**src/rtl/brg_cgra_pkg.sv**
```systemverilog
// brg_cgra_pkg: shared constants and types for the CGRA link concentrator.
//   brg_cgra_num_links_gp : number of SDR link ports feeding the accelerator
//   brg_cgra_link_id_t    : index of one link port
package brg_cgra_pkg;

  localparam int brg_cgra_num_links_gp = 4;

  typedef logic [1:0] brg_cgra_link_id_t;

endpackage

```
**src/rtl/bsg_arb_round_robin.sv**
```systemverilog
// bsg_arb_round_robin: round-robin arbiter with an internal priority pointer.
// Ports:
//   clk, reset : clock, async active-high reset (pointer returns to 0)
//   en         : grants may be issued this cycle
//   reqs       : request vector
//   grants     : one-hot grant (zero when en is low or no request)
//   v          : a grant is issued this cycle
//   tag        : index of the granted requester
module bsg_arb_round_robin #(
  parameter int width_p = 4
) (
  input  logic                               clk,
  input  logic                               reset,
  input  logic                               en,
  input  logic [width_p-1:0]                 reqs,
  output logic [width_p-1:0]                 grants,
  output logic                               v,
  output logic [((width_p > 1) ? $clog2(width_p) : 1)-1:0] tag
);

  localparam int id_w = (width_p > 1) ? $clog2(width_p) : 1;

  logic [id_w-1:0] ptr;

  // Scan requesters starting at the pointer; the first valid one wins.
  always_comb begin
    int idx;
    grants = '0;
    v      = 1'b0;
    tag    = '0;
    idx    = 0;
    for (int k = 0; k < width_p; k++) begin
      idx = int'(ptr) + k;
      if (idx >= width_p) idx = idx - width_p;
      if (en && !v && reqs[idx]) begin
        grants[idx] = 1'b1;
        v           = 1'b1;
        tag         = id_w'(idx);
      end
    end
  end

  // The winner drops to lowest priority; the pointer holds without a grant.
  always_ff @(posedge clk or posedge reset) begin
    if (reset) begin
      ptr <= '0;
    end else if (v) begin
      ptr <= (tag == id_w'(width_p - 1)) ? '0 : tag + id_w'(1);
    end
  end

endmodule

```
**src/rtl/bsg_fifo_1r1w_small.sv**
```systemverilog
// bsg_fifo_1r1w_small: small register-based FIFO, one write and one read port.
// Ports:
//   clk, reset : clock, async active-high reset (FIFO empties)
//   push       : write wdata this cycle (caller guarantees ready)
//   wdata      : write data
//   ready      : FIFO not full
//   v          : FIFO not empty; rdata is the head entry
//   rdata      : head entry
//   yumi       : pop the head this cycle (caller guarantees v)
//   count      : number of stored entries
// els_p must be a power of two so the pointers wrap naturally.
module bsg_fifo_1r1w_small #(
  parameter int width_p = 2,
  parameter int els_p   = 8
) (
  input  logic                     clk,
  input  logic                     reset,
  input  logic                     push,
  input  logic [width_p-1:0]       wdata,
  output logic                     ready,
  output logic                     v,
  output logic [width_p-1:0]       rdata,
  input  logic                     yumi,
  output logic [$clog2(els_p):0]   count
);

  localparam int ptr_w = $clog2(els_p);

  logic [width_p-1:0] mem [els_p];
  logic [ptr_w-1:0]   wr_ptr;
  logic [ptr_w-1:0]   rd_ptr;

  always_ff @(posedge clk) begin
    if (push) mem[wr_ptr] <= wdata;
  end

  always_ff @(posedge clk or posedge reset) begin
    if (reset) begin
      wr_ptr <= '0;
      rd_ptr <= '0;
      count  <= '0;
    end else begin
      if (push) wr_ptr <= wr_ptr + ptr_w'(1);
      if (yumi) rd_ptr <= rd_ptr + ptr_w'(1);
      if (push && !yumi)      count <= count + (ptr_w+1)'(1);
      else if (yumi && !push) count <= count - (ptr_w+1)'(1);
    end
  end

  assign ready = (count != (ptr_w+1)'(els_p));
  assign v     = (count != '0);
  assign rdata = mem[rd_ptr];

endmodule

```
**src/rtl/brg_cgra_link_concentrator.sv**
```systemverilog
// brg_cgra_link_concentrator: merges per-link request streams into the single
// accelerator request port and steers in-order returns back to their source.
// Ports:
//   clk_i, reset_i          : clock, async active-high reset
//   link_fwd_v_i/data_i     : per-link requests (link i in data slice i)
//   link_fwd_yumi_o         : per-link request dequeue, one-hot or zero
//   link_rev_v_o            : per-link return valid, one-hot or zero
//   link_rev_data_o         : return packet shared by all links
//   link_rev_ready_i        : per-link return ready
//   xcel_fwd_v_o/data_o     : registered merged request
//   xcel_fwd_ready_i        : accelerator takes the request
//   xcel_rev_v_i/data_i     : return from the accelerator
//   xcel_rev_yumi_o         : return dequeue
//   outstanding_o           : tracked outstanding requests
//   error_o                 : sticky, a return arrived with nothing tracked
module brg_cgra_link_concentrator
  import brg_cgra_pkg::*;
#(
  parameter int fwd_width_p = 8,
  parameter int rev_width_p = 8,
  parameter int num_links_p = brg_cgra_num_links_gp,
  parameter int lg_track_p  = 3
) (
  input  logic                              clk_i,
  input  logic                              reset_i,
  input  logic [num_links_p-1:0]            link_fwd_v_i,
  input  logic [num_links_p*fwd_width_p-1:0] link_fwd_data_i,
  output logic [num_links_p-1:0]            link_fwd_yumi_o,
  output logic [num_links_p-1:0]            link_rev_v_o,
  output logic [rev_width_p-1:0]            link_rev_data_o,
  input  logic [num_links_p-1:0]            link_rev_ready_i,
  output logic                              xcel_fwd_v_o,
  output logic [fwd_width_p-1:0]            xcel_fwd_data_o,
  input  logic                              xcel_fwd_ready_i,
  input  logic                              xcel_rev_v_i,
  input  logic [rev_width_p-1:0]            xcel_rev_data_i,
  output logic                              xcel_rev_yumi_o,
  output logic [lg_track_p:0]               outstanding_o,
  output logic                              error_o
);

  localparam int id_w = (num_links_p > 1) ? $clog2(num_links_p) : 1;

  logic                   track_ready;
  logic                   track_v;
  logic [id_w-1:0]        head;
  logic                   grant_en;
  logic                   grant_v;
  logic [id_w-1:0]        grant_id;
  logic [fwd_width_p-1:0] fwd_sel;
  logic                   rev_live;

  // Fullness is judged before any same-cycle pop so grants never race a return.
  assign grant_en = (!xcel_fwd_v_o || xcel_fwd_ready_i) && track_ready;

  bsg_arb_round_robin #(.width_p(num_links_p)) arb (
    .clk    (clk_i),
    .reset  (reset_i),
    .en     (grant_en),
    .reqs   (link_fwd_v_i),
    .grants (link_fwd_yumi_o),
    .v      (grant_v),
    .tag    (grant_id)
  );

  bsg_fifo_1r1w_small #(.width_p(id_w), .els_p(2**lg_track_p)) track (
    .clk    (clk_i),
    .reset  (reset_i),
    .push   (grant_v),
    .wdata  (grant_id),
    .ready  (track_ready),
    .v      (track_v),
    .rdata  (head),
    .yumi   (xcel_rev_yumi_o),
    .count  (outstanding_o)
  );

  always_comb begin
    fwd_sel = '0;
    for (int i = 0; i < num_links_p; i++) begin
      if (link_fwd_yumi_o[i]) fwd_sel = link_fwd_data_i[i*fwd_width_p +: fwd_width_p];
    end
  end

  always_ff @(posedge clk_i or posedge reset_i) begin
    if (reset_i) begin
      xcel_fwd_v_o    <= 1'b0;
      xcel_fwd_data_o <= '0;
    end else if (grant_v) begin
      xcel_fwd_v_o    <= 1'b1;
      xcel_fwd_data_o <= fwd_sel;
    end else if (xcel_fwd_ready_i) begin
      xcel_fwd_v_o    <= 1'b0;
    end
  end

  // Returns are strictly in order, so the FIFO head names the destination link.
  assign rev_live        = xcel_rev_v_i && track_v;
  assign link_rev_data_o = xcel_rev_data_i;
  assign xcel_rev_yumi_o = rev_live && link_rev_ready_i[head];

  always_comb begin
    link_rev_v_o = '0;
    for (int i = 0; i < num_links_p; i++) begin
      link_rev_v_o[i] = rev_live && (head == id_w'(i));
    end
  end

  always_ff @(posedge clk_i or posedge reset_i) begin
    if (reset_i) error_o <= 1'b0;
    else if (xcel_rev_v_i && !track_v) error_o <= 1'b1;
  end

endmodule

```
**config.mk**
```make
export PLATFORM = sky130hd
export DESIGN_NAME = brg_cgra_link_concentrator
export DESIGN_NICKNAME = d
export VERILOG_FILES = /design/src/rtl/brg_cgra_pkg.sv /design/src/rtl/bsg_arb_round_robin.sv /design/src/rtl/bsg_fifo_1r1w_small.sv /design/src/rtl/brg_cgra_link_concentrator.sv
export SDC_FILE = /design/constraint.sdc
export NUM_CORES = 1
export LEC_CHECK = 0
export BUFFER_PORTS_ARGS = -buffer_cell sky130_fd_sc_hd__buf_2
export CORE_ASPECT_RATIO = 1.2
export CORE_UTILIZATION = 35
export DETAILED_ROUTE_END_ITERATION = 8
export MAX_ROUTING_LAYER = met4
export PLACE_DENSITY = 0.67
export REMOVE_ABC_BUFFERS = 1
export SETUP_SLACK_MARGIN = 0.1
export SYNTH_ARGS = -nofsm -noshare
export SYNTH_HDL_FRONTEND = slang
export SYNTH_SLANG_ARGS = --single-unit
```
**constraint.sdc**
```tcl
create_clock -name clk_i -period 6.9 [get_ports clk_i]
set_input_delay 0 -clock clk_i [delete_from_list [all_inputs] [get_ports clk_i]]
set_output_delay 0 -clock clk_i [all_outputs]
set_load 0.02 [all_outputs]
```
* Yosys cells after proc, flatten, opt, wreduce, memory -nomap -nowiden *
Memories as Yosys holds them, arrays and structs flattened.
Index checks and enable logic that the tools add are counted.

cells by class
  add/sub/neg operators = 12
  $lt $le $gt $ge = 13
  equality and inequality tests = 5
  mux-type cells = 49
  bitwise gates (word level) = 3
  reductions and logical operators = 33

operator list
  cell                   count
  $ge 32x1->1 const B    4
  $lt 32x4->1 const B    4
  $mux 32                4
  $ge 32x4->1 const B    3
  $sub 32x4->32 const B  3
  $mux 8                 4
  $mux 4                 6
  $logic_and 1x1->1      21
  $mux 1                 21
  $or 4x4->4             3
  $bmux 1 s2             5
  $mux 2                 5
  $demux 1 s2            4
  $logic_not 1->1        7
  $add 2x2->3 const B    2
  $add 3x1->3 const B    2
  $eq 2x2->1 const B     3
  $add 4x1->4 const B    1
  $ne 4x4->1 const B     1
  $reduce_bool 2->1      2
  $reduce_bool 4->1      1
  $sub 2x3->4 const B    1
  $sub 4x1->4 const B    1
  $add 2x1->3 const B    1
  6 further kinds        6

word-level totals
  bits in registers = 22
  memory bits (writable) = 16
  bits of input ports = 52
  word-level logic and storage cells = 123
  memories = 1

memories
  memory     words  bits a word  rd ports  clocked after memory_dff  wr ports  RTL line                   RTL
  track.mem  8      2            1         0                         1         bsg_fifo_1r1w_small.sv:29  logic [width_p-1:0] mem [els_p];

* Longest topological paths before layout *
Gate-level depths: netlist of the first run.

  word-level depth = 23
  gate-level depth with buffers = 15
  gate-level depth less buffers = 14

* By module *
From an unflattened synthesis of the first run, not the netlist that was laid out.

unflattened totals
  cell total of the unflattened synthesis = 227
  area total of the unflattened synthesis = 2,566.2 sq um

by module, submodules not included
  module                      instances  cells each  area an instance (sq um)
  bsg_fifo_1r1w_small         1          84          1,231.2
  brg_cgra_link_concentrator  1          81          755.7
  bsg_arb_round_robin         1          62          579.3

* Least setup slack after synthesis of the first run *
Ideal clock, no wire load.

  path kind = reg2reg
  from = register (tool-made name)
  to = register track.count[3]
  arrival = 3,546 ps
  required time = 6,765 ps
  slack = 3,220 ps
  cell stages (with the launch flop) = 16
  path buffers = 1
  clock period less this slack = 3,680 ps
  cell sequence = dfrtp_1 -> buf_6 -> inv_1 -> ha_1 -> mux4_2 -> or2_1 -> o31ai_4 -> inv_2 -> ha_1 -> inv_1 -> ha_1 -> a21o_1 -> a21oi_1 -> xnor2_1 -> nor2_1 -> xor2_1

RTL lines
  what                  RTL line                   RTL
  to (signal assigned)  bsg_fifo_1r1w_small.sv:45  if (push && !yumi) count <= count + (ptr_w+1)'(1);
  to (signal assigned)  bsg_fifo_1r1w_small.sv:46  else if (yumi && !push) count <= count - (ptr_w+1)'(1);
  to (decl)             bsg_fifo_1r1w_small.sv:24  output logic [$clog2(els_p):0] count

==> results of run 1 <==
logic make-up (layout without fill, tap and decap cells):
family	after synthesis	in the layout	synth area share, %
fa+ha+maj	13	13	6.696
mux	17	17	11.32
buf+inv	27	97	7.040
flops	38	38	40.57
simple gates	69	69	14.58
xor+xnor	9	9	3.102
compound gates	48	48	16.69
final timing paths:
check | endpoint | slack [ns] | depth (start not counted)
max | track.count[3] | 2.41 | 14
min | link_rev_data_o[0] | 0.0001 | 0
max reg2reg | track.count[3] | 2.41 | 14
max in group asynchronous | track.count[3] | 5.91 | 3
min in group asynchronous | track.count[1] | 0.44 | 3
min reg2reg | error_o | 0.46 | 1
critical path: cells and delay by family (launching register included):
| family | cells | cell delay [ns] |
|---|---|---|
| AND/OR/NAND/NOR | 2 | 0.38 |
| AO/OA/AOI/OAI | 3 | 1.03 |
| flip-flops | 1 | 0.66 |
| adder cells (fa/ha/maj) | 3 | 0.92 |
| buffers and inverters | 3 | 0.44 |
| XOR/XNOR | 2 | 0.29 |
| multiplexers | 1 | 0.65 |
Yosys cell counts (4+ instances only):
master	count
nor3_1	4
a22oi_1	8
mux4_2	9
buf_4	8
nor2_1	13
nand4_1	5
inv_1	8
o31ai_1	8
edfxtp_1	16
dfrtp_1	22
a221oi_1	7
buf_6	4
ha_1	12
and3_1	12
mux2i_1	4
nand2_1	17
xnor2_1	7
a21oi_1	4
where the power goes:
group | switching, mW | internal, mW | total [mW]
registers | 0.102 | 0.356 | 0.459
logic | 0.597 | 0.469 | 1.07
clock network | 0.0773 | 0.0692 | 0.146
total | 0.777 | 0.894 | 1.67
state kept, by name (all words and copies together), names as in the netlist, named ones only:
register / flops
track.mem: 16
xcel_fwd_data_o: 8
track.count: 4
track.rd_ptr: 3
track.wr_ptr: 3
arb.ptr: 1
error_o: 1
xcel_fwd_v_o: 1
final cells by class:
type	count	area (um^2)	area share, %
clock buffers	5	68.82	2.243
clock inverters	3	16.27	0.5302
inverters	10	51.30	1.672
multi-input cells	156	1331	43.39
flip-flops and latches	38	1031	33.61
well taps	87	108.9	3.548
repair buffers	79	460.4	15.01
per-stage QoR:
| stage | hold WS, ns | cell area [um^2] | cells |
|---|---|---|---|
| 2_1_floorplan | -0.01077 | 2414 | 204 |
| 3_3_place_gp | 0.0002227 | 2853 | 357 |
| 3_5_place_dp | 0.0002227 | 2853 | 357 |
| 4_1_cts | 0.0002227 | 3068 | 378 |
| 5_1_grt | 0.0001344 | 3068 | 378 |
| 6_report | 0.0001484 | 3068 | 378 |
per-layer routing:
layer	wire length, um	part of all wire (%)	vias up
met5	0	0	-
met4	105	1.7	0
met3	229	3.8	12
met2	3359	56	64
met1	2323	39	988
li1	-	-	966
==> impl_metrics.py, run 1 <==
metrics = {
    "critical_path": {
        "critPathRequiredTime_ns": 7.06,
        "path_cells": "inv_1 -> ha_1 -> mux4_2 -> or2_1 -> o31ai_4 -> inv_2 -> ha_1 -> inv_1 -> ha_1 -> a21o_1 -> a21oi_1 -> xnor2_1 -> nor2_1 -> xor2_1",
        "criticalPathCategory": "reg -> reg",
        "cp_common_cell": "ha_1",
        "worst_setup_path_end_kind": "register",
        "arrival_ns": 4.65,
        "slowest_stage": "o31ai_4",
        "crit_path_max_incr_delay_ns": 0.67,
        "cp_max_fo": 17,
        "worstSetupStartpointType": "register",
    },
    "floorplan": {
        "initial_core_util_pct": 36.63,
        "die_w_um": 79.79,
        "row_count": 33,
        "core-area_um2": 6937,
        "die_h_um": 95.34,
        "ios": 83,
        "die_area_um2": 7607,
    },
    "yosys": {
        "synth.distinct_cells": 54,
        "synth_warnings": 0,
        "syn_area_um2": 2541,
        "ys_seq_elements": 38,
        "syn_area_per_cell_um2": 11.50,
        "async_flop_share_pct": 57.89,
        "syn_inst": 221,
        "synth_top_area_share_pct": 21.66,
        "synth_edf_count": 16,
        "synthFlopType": "dfrtp_1",
        "yosysTopAreaCell": "dfrtp_1",
        "synthTopCellsByArea": "dfrtp_1 (22%), edfxtp_1 (19%), mux4_2 (8.0%), ha_1 (5.9%), and3_1 (3.0%)",
        "yosysSeqAreaShare_pct": 40.57,
    },
    "routing": {
        "vias_per_cell": 5.370,
        "drc": 0,
        "ant_nets": 0,
        "drt_first_pass_iters": 5,
        "initialDrtViolationCount": 104,
        "wire_per_inst_um": 15.92,
        "vias": 2030,
        "drt-total-wl_mm": 6.018,
    },
    "grt": {
        "grt_max_degree": 23,
        "track_usage_pct": 16.44,
        "grt_pass1_wl_mm": 9.308,
        "grtUsageMet3_pct": 3.349,
        "grt.busiest_layer": "met2",
        "grtUsageMet2_pct": 29.13,
        "grt_pass1_vias": 1979,
        "antenna_found_initial": 0,
        "use_met1_pct": 17.79,
        "grt-ovfl-total": 0,
    },
    "placement": {
        "port_buffers": 66,
        "pre_cts_ws_ns": 2.421,
        "dpl.hpwl_mm": 4.400,
        "globalplace.congestion": 0.8106,
    },
    "timing": {
        "setup_ws_ns": 2.405,
        "fmax_mhz": 222.5,
        "finalHoldViolCount": 0,
        "maxSlewHeadroom_pct": 40.67,
        "tightest_slew_ns": 0.8890,
        "rsz0062_at_grt": "no",
        "slew_violations": 0,
        "setup-tns-final_ns": 0,
        "fin_crit_ns": 4.495,
        "setup-violations-final": 0,
        "fin_crit_sh_pct": 65.14,
        "fin_skew_ns": 0.01080,
    },
    "layout": {
        "drive_gt1_share_pct": 34.02,
        "num_antenna_cells": 0,
        "area_delta_synth_final_pct": 20.73,
        "fin_util_pct": 44.23,
        "fillers": 677,
        "layout_common_cells": "buf_2 (66), dfrtp_1 (22), nand2_1 (17), edfxtp_1 (16)",
        "layout_commonest_cell": "buf_2",
        "fin_nets": 355,
    },
    "clocking": {
        "h-tree-depth": 2,
        "cts_buffers": 5,
        "cts_tree": "yes",
        "clock-sinks": 38,
        "cts_hold_buf": 13,
        "ctsResizeCount": 0,
        "cts_root_buf": "clkbuf_8",
        "clockBufferDepth": 2,
        "insertion_delay_ns": 0.29,
        "clkSlewWorstSetupHoldPaths_ns": 0.08,
        "post-cts-setup-buffers": 0,
    },
    "outcome": {
        "status": "complete, no violations",
    },
    "hold_path": {
        "hold_path.class": "in -> out",
        "worstHoldStart": "xcel_rev_data_i[0]",
    },
    "power": {
        "finalPower_mw": 1.671,
        "ir_drop_v": 0.0001865,
        "leakagePower_nw": 1.357,
        "power_density_nw_per_um2": 544.8,
    },
    "flow_run": {
        "drv_cap": 0,
    },
}
(Power assumes the default switching activity.)
==> run 2, diff against run 1 <==
--- a/config.mk
+++ b/config.mk
@@ -10,7 +10,7 @@
 export CORE_UTILIZATION = 35
 export DETAILED_ROUTE_END_ITERATION = 8
 export MAX_ROUTING_LAYER = met4
-export PLACE_DENSITY = 0.67
+export PLACE_DENSITY = 0.69
 export REMOVE_ABC_BUFFERS = 1
 export SETUP_SLACK_MARGIN = 0.1
 export SYNTH_ARGS = -nofsm -noshare
==> constraint.sdc (replaced) <==
create_clock -name clk_i -period 4 [get_ports clk_i]
set_input_delay 0 -clock clk_i [delete_from_list [all_inputs] [get_ports clk_i]]
set_output_delay 0 -clock clk_i [all_outputs]
set_load 0.02 [all_outputs]
==> impl_metrics.py, run 2 (same netlist as run 1, synthesis figures left out) <==
metrics = {
    "clocking": {
        "post-cts-setup-buffers": 0,
        "cts_root_buf": "clkbuf_8",
        "clockBufferDepth": 2,
        "clock-sinks": 38,
        "insertion_delay_ns": 0.29,
        "cts_tree": "yes",
        "clkSlewWorstSetupHoldPaths_ns": 0.08,
        "cts_buffers": 5,
        "h-tree-depth": 2,
    },
    "placement": {
        "globalplace.congestion": 0.7811,
        "port_buffers": 66,
        "dp_cells": 360,
        "dpl.hpwl_mm": 4.349,
    },
    "routing": {
        "vias": 2029,
        "vias_per_cell": 5.270,
        "initialDrtViolationCount": 53,
        "drt-total-wl_mm": 5.892,
        "drt_first_pass_iters": 4,
        "drc": 0,
        "ant_nets": 0,
        "wire_per_inst_um": 15.30,
    },
    "power": {
        "leakagePower_nw": 1.407,
        "p_sw_mw": 1.371,
        "finalPower_mw": 3.022,
        "p_int_mw": 1.651,
        "ir_drop_v": 0.0003464,
        "p_seq_share_pct": 25.4,
        "clock_power_share_pct": 9.0,
        "combPwrFrac_pct": 65.6,
        "p_sw_share_pct": 45.36,
        "power_density_nw_per_um2": 958.0,
    },
    "outcome": {
        "status": "complete, no violations",
    },
    "timing": {
        "fin_crit_ns": 3.606,
        "fin_skew_ns": 0.008051,
        "tightest_slew_ns": 0.8744,
        "maxSlewHeadroom_pct": 41.64,
        "fmax_mhz": 277.3,
        "slew_violations": 0,
        "finalHoldViolCount": 0,
        "setup-tns-final_ns": 0,
        "fin_crit_sh_pct": 90.16,
        "rsz0062_at_grt": "no",
        "setup-violations-final": 0,
    },
    "critical_path": {
        "cp_max_fo": 8,
        "worstSetupStartpointType": "register",
        "critPathRequiredTime_ns": 4.18,
        "crit_path_max_incr_delay_ns": 0.57,
        "arrival_ns": 3.79,
        "path_cells": "inv_1 -> ha_1 -> mux4_2 -> buf_4 -> nor2_4 -> nand4_1 -> and3_1 -> a221oi_1 -> o31ai_1 -> dlygate4sd3_1",
        "criticalPathCategory": "reg -> reg",
        "slowest_stage": "dlygate4sd3_1",
        "worst_setup_path_end_kind": "register",
    },
    "layout": {
        "largest_reg_flops": 16,
        "layout_common_cells": "buf_2 (66), dfrtp_1 (21), nand2_1 (17), dlygate4sd3_1 (17), edfxtp_1 (16)",
        "layout_commonest_cell": "buf_2",
        "fin_util_pct": 45.47,
        "drive_gt1_share_pct": 35.23,
        "regMostFlops": "track.mem",
        "area_delta_synth_final_pct": 24.13,
        "num_antenna_cells": 0,
        "largestRegisters": "track.mem x16, xcel_fwd_data_o x8, track.count x4",
        "final_cells": 385,
        "fin_nets": 362,
    },
    "floorplan": {
        "die_h_um": 95.34,
        "core-area_um2": 6937,
        "row_count": 33,
        "die_w_um": 79.79,
        "die_area_um2": 7607,
        "initial_core_util_pct": 36.63,
        "ios": 83,
    },
    "grt": {
        "track_usage_pct": 16.65,
        "grt_max_degree": 23,
        "grt-ovfl-total": 0,
        "grt_pass1_wl_mm": 9.335,
        "antenna_found_initial": 0,
        "grt_pass1_vias": 1969,
    },
    "hold_path": {
        "hold_path.class": "in -> out",
    },
    "flow_run": {
        "drv_cap": 0,
    },
}
==> run 2: cell count changes in the layout (fill, tap and decap cells not counted), sizes merged <==
cell,before,now
buf,66,69
clkinvlp,1,0
clkbuf,5,6
clkinv,2,1
dlygate4sd3,13,17
inv,9,10
==> run 2: critical path, delay by kind of cell, from the launching register on <==
family	cells	cell delay, ns
buffers and inverters	3	0.91
AND/OR/NAND/NOR	3	0.63
AO/OA/AOI/OAI	2	0.54
multiplexers	1	0.53
flip-flops	1	0.47
adder cells (fa/ha/maj)	1	0.41
==> run 2: stage by stage <==
step                worst slack (ns)  instance area, um^2  hold slack, ns
floorplan                  -0.005610                 2414        -0.01077
global placement              0.4627                 2875       0.0002227
detailed placement            0.3278                 2875       0.0002227
CTS                           0.2673                 3139       0.0001951
global route                  0.2049                 3154       0.0001344
finish                        0.3938                 3154       0.0001484
==> run 2: area by class of cell <==
type                       instances  area, um^2
fill                             655        3782
timing repair buffer              86       523.0
clock buffer                       6       82.58
multi-input combinational        156        1345
sequential                        38        1032
clock inverter                     2       11.26
inverter                          10       51.30
tap                               87       108.9
==> run 2: worst paths after layout <==
kind,depth (start not counted),from,to,slack (ns)
setup / recovery,10,arb.ptr[1],xcel_fwd_data_o[3],0.39
hold / removal,0,xcel_rev_data_i[0],link_rev_data_o[0],0.0001
setup reg to reg,10,arb.ptr[1],xcel_fwd_data_o[3],0.39
hold reg to reg,1,error_o,error_o,0.46
max in group asynchronous,3,reset_i,arb.ptr[1],2.98
min in group asynchronous,3,reset_i,track.rd_ptr[2],0.43
==> run 2: metal layers <==
metal | track usage, % | wire length (um) | vias to the layer above
li1 | - | - | 982
met1 | 18.01 | 2441 | 974
met2 | 29.20 | 3088 | 58
met3 | 3.636 | 216 | 15
met4 | 7.292 | 146 | 0
met5 | - | 0 | -
==> run 2: power groups by stage <==
| stage | Sequential, mW | Clock, mW | Combinational (mW) |
|---|---|---|---|
| finish | 0.768 | 0.273 | 1.98 |
| global placement | 0.766 | 0 | 1.79 |
| detailed placement | 0.774 | 0 | 1.83 |
| global route | 0.791 | 0.296 | 2.19 |
| CTS | 0.766 | 0.280 | 1.96 |
| floorplan | 0.835 | 0 | 1.30 |
==> run 2: what timing repair did <==
action,4_1_cts,5_1_grt
hold buffers,17,0
gates resized for setup,0,4
endpoints found under the setup margin,0,7
endpoints found under the hold margin,31,0
==> run 3, diff against run 2 <==
--- a/config.mk
+++ b/config.mk
@@ -10,7 +10,7 @@
 export CORE_UTILIZATION = 35
 export DETAILED_ROUTE_END_ITERATION = 8
 export MAX_ROUTING_LAYER = met4
-export PLACE_DENSITY = 0.69
+export PLACE_DENSITY = 0.61
 export REMOVE_ABC_BUFFERS = 1
 export SETUP_SLACK_MARGIN = 0.1
 export SYNTH_ARGS = -nofsm -noshare
==> impl_metrics.py, run 3 (same netlist as run 1, synthesis figures left out) <==
metrics = {
    "power": {
        "leakagePower_nw": 1.382,
        "p_sw_mw": 1.325,
        "p_sw_share_pct": 44.51,
        "combPwrFrac_pct": 61.8,
        "finalPower_mw": 2.976,
        "ir_drop_v": 0.0004466,
        "clock_power_share_pct": 12.8,
        "p_int_mw": 1.651,
        "p_seq_share_pct": 25.4,
        "power_density_nw_per_um2": 955.9,
    },
    "layout": {
        "fillers": 668,
        "regMostFlops": "track.mem",
        "fin_nets": 355,
        "fin_util_pct": 44.88,
        "layout_commonest_cell": "buf_2",
        "largestRegisters": "track.mem x16, xcel_fwd_data_o x8, track.count x4",
        "num_antenna_cells": 0,
        "layout_common_cells": "buf_2 (66), dfrtp_1 (22), nand2_1 (17), edfxtp_1 (16), nor2_1 (13)",
        "drive_gt1_share_pct": 35.40,
        "largest_reg_flops": 16,
        "finalInstanceArea_um2": 3113,
        "area_delta_synth_final_pct": 22.50,
    },
    "floorplan": {
        "initial_core_util_pct": 36.63,
        "row_count": 33,
        "die_h_um": 95.34,
        "ios": 83,
        "core-area_um2": 6937,
        "die_area_um2": 7607,
        "die_w_um": 79.79,
    },
    "hold_path": {
        "hold_depth": 0,
        "hold_path.class": "in -> out",
    },
    "clocking": {
        "cts_root_buf": "clkbuf_8",
        "clockBufferDepth": 2,
        "ctsResizeCount": 0,
        "h-tree-depth": 2,
        "post-cts-setup-buffers": 0,
        "cts_tree": "yes",
        "clkSlewWorstSetupHoldPaths_ns": 0.07,
        "cts_buffers": 5,
        "clock-sinks": 38,
        "insertion_delay_ns": 0.28,
        "cts_hold_buf": 10,
    },
    "grt": {
        "grt_pass1_wl_mm": 8.804,
        "antenna_found_initial": 0,
        "grt-ovfl-total": 0,
        "grt_max_degree": 23,
        "track_usage_pct": 15.42,
        "grt_pass1_vias": 1867,
    },
    "critical_path": {
        "criticalPathCategory": "reg -> reg",
        "worstSetupStartpointType": "register",
        "cp_max_fo": 9,
        "worst_setup_path_end_kind": "register",
        "reg2reg_depth": 14,
        "slowest_stage": "mux4_2",
        "path_cells": "inv_1 -> ha_1 -> mux4_2 -> or2_1 -> o31ai_4 -> inv_2 -> ha_1 -> inv_1 -> ha_1 -> a21o_1 -> a21oi_1 -> xnor2_1 -> nor2_1 -> xor2_1",
        "r2r_slack_ns": 0.40,
        "arrival_ns": 3.76,
        "cp_common_cell": "ha_1",
        "critPathRequiredTime_ns": 4.16,
        "crit_path_max_incr_delay_ns": 0.65,
    },
    "routing": {
        "wire_per_inst_um": 14.83,
        "vias": 1939,
        "drc": 0,
        "drt_first_pass_iters": 4,
        "drt-total-wl_mm": 5.607,
        "vias_per_cell": 5.130,
        "ant_nets": 0,
        "initialDrtViolationCount": 98,
    },
    "timing": {
        "fmax_mhz": 277.9,
        "maxSlewHeadroom_pct": 43.08,
        "finalHoldViolCount": 0,
        "tightest_slew_ns": 0.8528,
        "slew_violations": 0,
        "fin_crit_sh_pct": 89.97,
        "rsz0062_at_grt": "no",
        "setup-violations-final": 0,
        "fin_skew_ns": 0.006278,
        "holdWs_ns": 0.0001484,
        "setup-tns-final_ns": 0,
        "fin_crit_ns": 3.599,
    },
    "placement": {
        "port_buffers": 66,
        "placed_area_um2": 2875,
        "dpl.hpwl_mm": 4.310,
        "globalplace.congestion": 0.7985,
    },
    "outcome": {
        "status": "complete, no violations",
    },
    "flow_run": {
        "drv_cap": 0,
    },
}
-- run 3: final timing paths --
path                                    start            endpoint
max in group asynchronous             reset_i     track.rd_ptr[0]
hold reg to reg                       error_o             error_o
min in group asynchronous             reset_i     track.wr_ptr[2]
setup reg to reg                   arb.ptr[1]      track.count[3]
hold / removal             xcel_rev_data_i[0]  link_rev_data_o[0]
setup / recovery                   arb.ptr[1]      track.count[3]
-- run 3: area by class of cell --
class / instances / area [um^2] / area share [%]
Multi-Input combinational cell: 156 / 1331 / 42.77
Sequential cell: 38 / 1031 / 33.12
Timing Repair Buffer: 79 / 452.9 / 14.55
Tap cell: 87 / 108.9 / 3.497
Clock buffer: 5 / 68.82 / 2.211
Clock inverter: 3 / 68.82 / 2.211
Inverter: 10 / 51.30 / 1.648
-- run 3: per-stage QoR --
stage                     setup slack (ns)  instances
after floorplan                  -0.005610        204
after global placement              0.5472        360
after detailed placement            0.4001        360
after CTS                           0.3916        378
after global routing                0.1736        378
final                               0.4010        378
-- run 3: worst max-delay path: cells and delay by family (launching register included) --
kind | cells | cell delay [ns]
AO/OA/AOI/OAI | 3 | 0.61
XOR/XNOR | 2 | 0.28
adder cells (fa/ha/maj) | 3 | 0.87
buffers and inverters | 3 | 0.33
flip-flops | 1 | 0.36
multiplexers | 1 | 0.65
AND/OR/NAND/NOR | 2 | 0.38
-- run 3: power by group through the flow --
stage / Combinational, mW / Clock (mW) / Sequential (mW)
after CTS: 1.86 / 0.390 / 0.759
after floorplan: 1.30 / 0 / 0.835
after global placement: 1.81 / 0 / 0.760
final: 1.84 / 0.382 / 0.755
after detailed placement: 1.84 / 0 / 0.766
after global routing: 2.04 / 0.408 / 0.779
-- run 3: layer usage --
metal  share of wire [%]  GRT usage [%]  wire, um
met2                  55          26.21      3063
met3                 2.3          2.679       131
met5                   0              -         0
met1                  41          18.03      2309
met4                 1.8          6.250       102
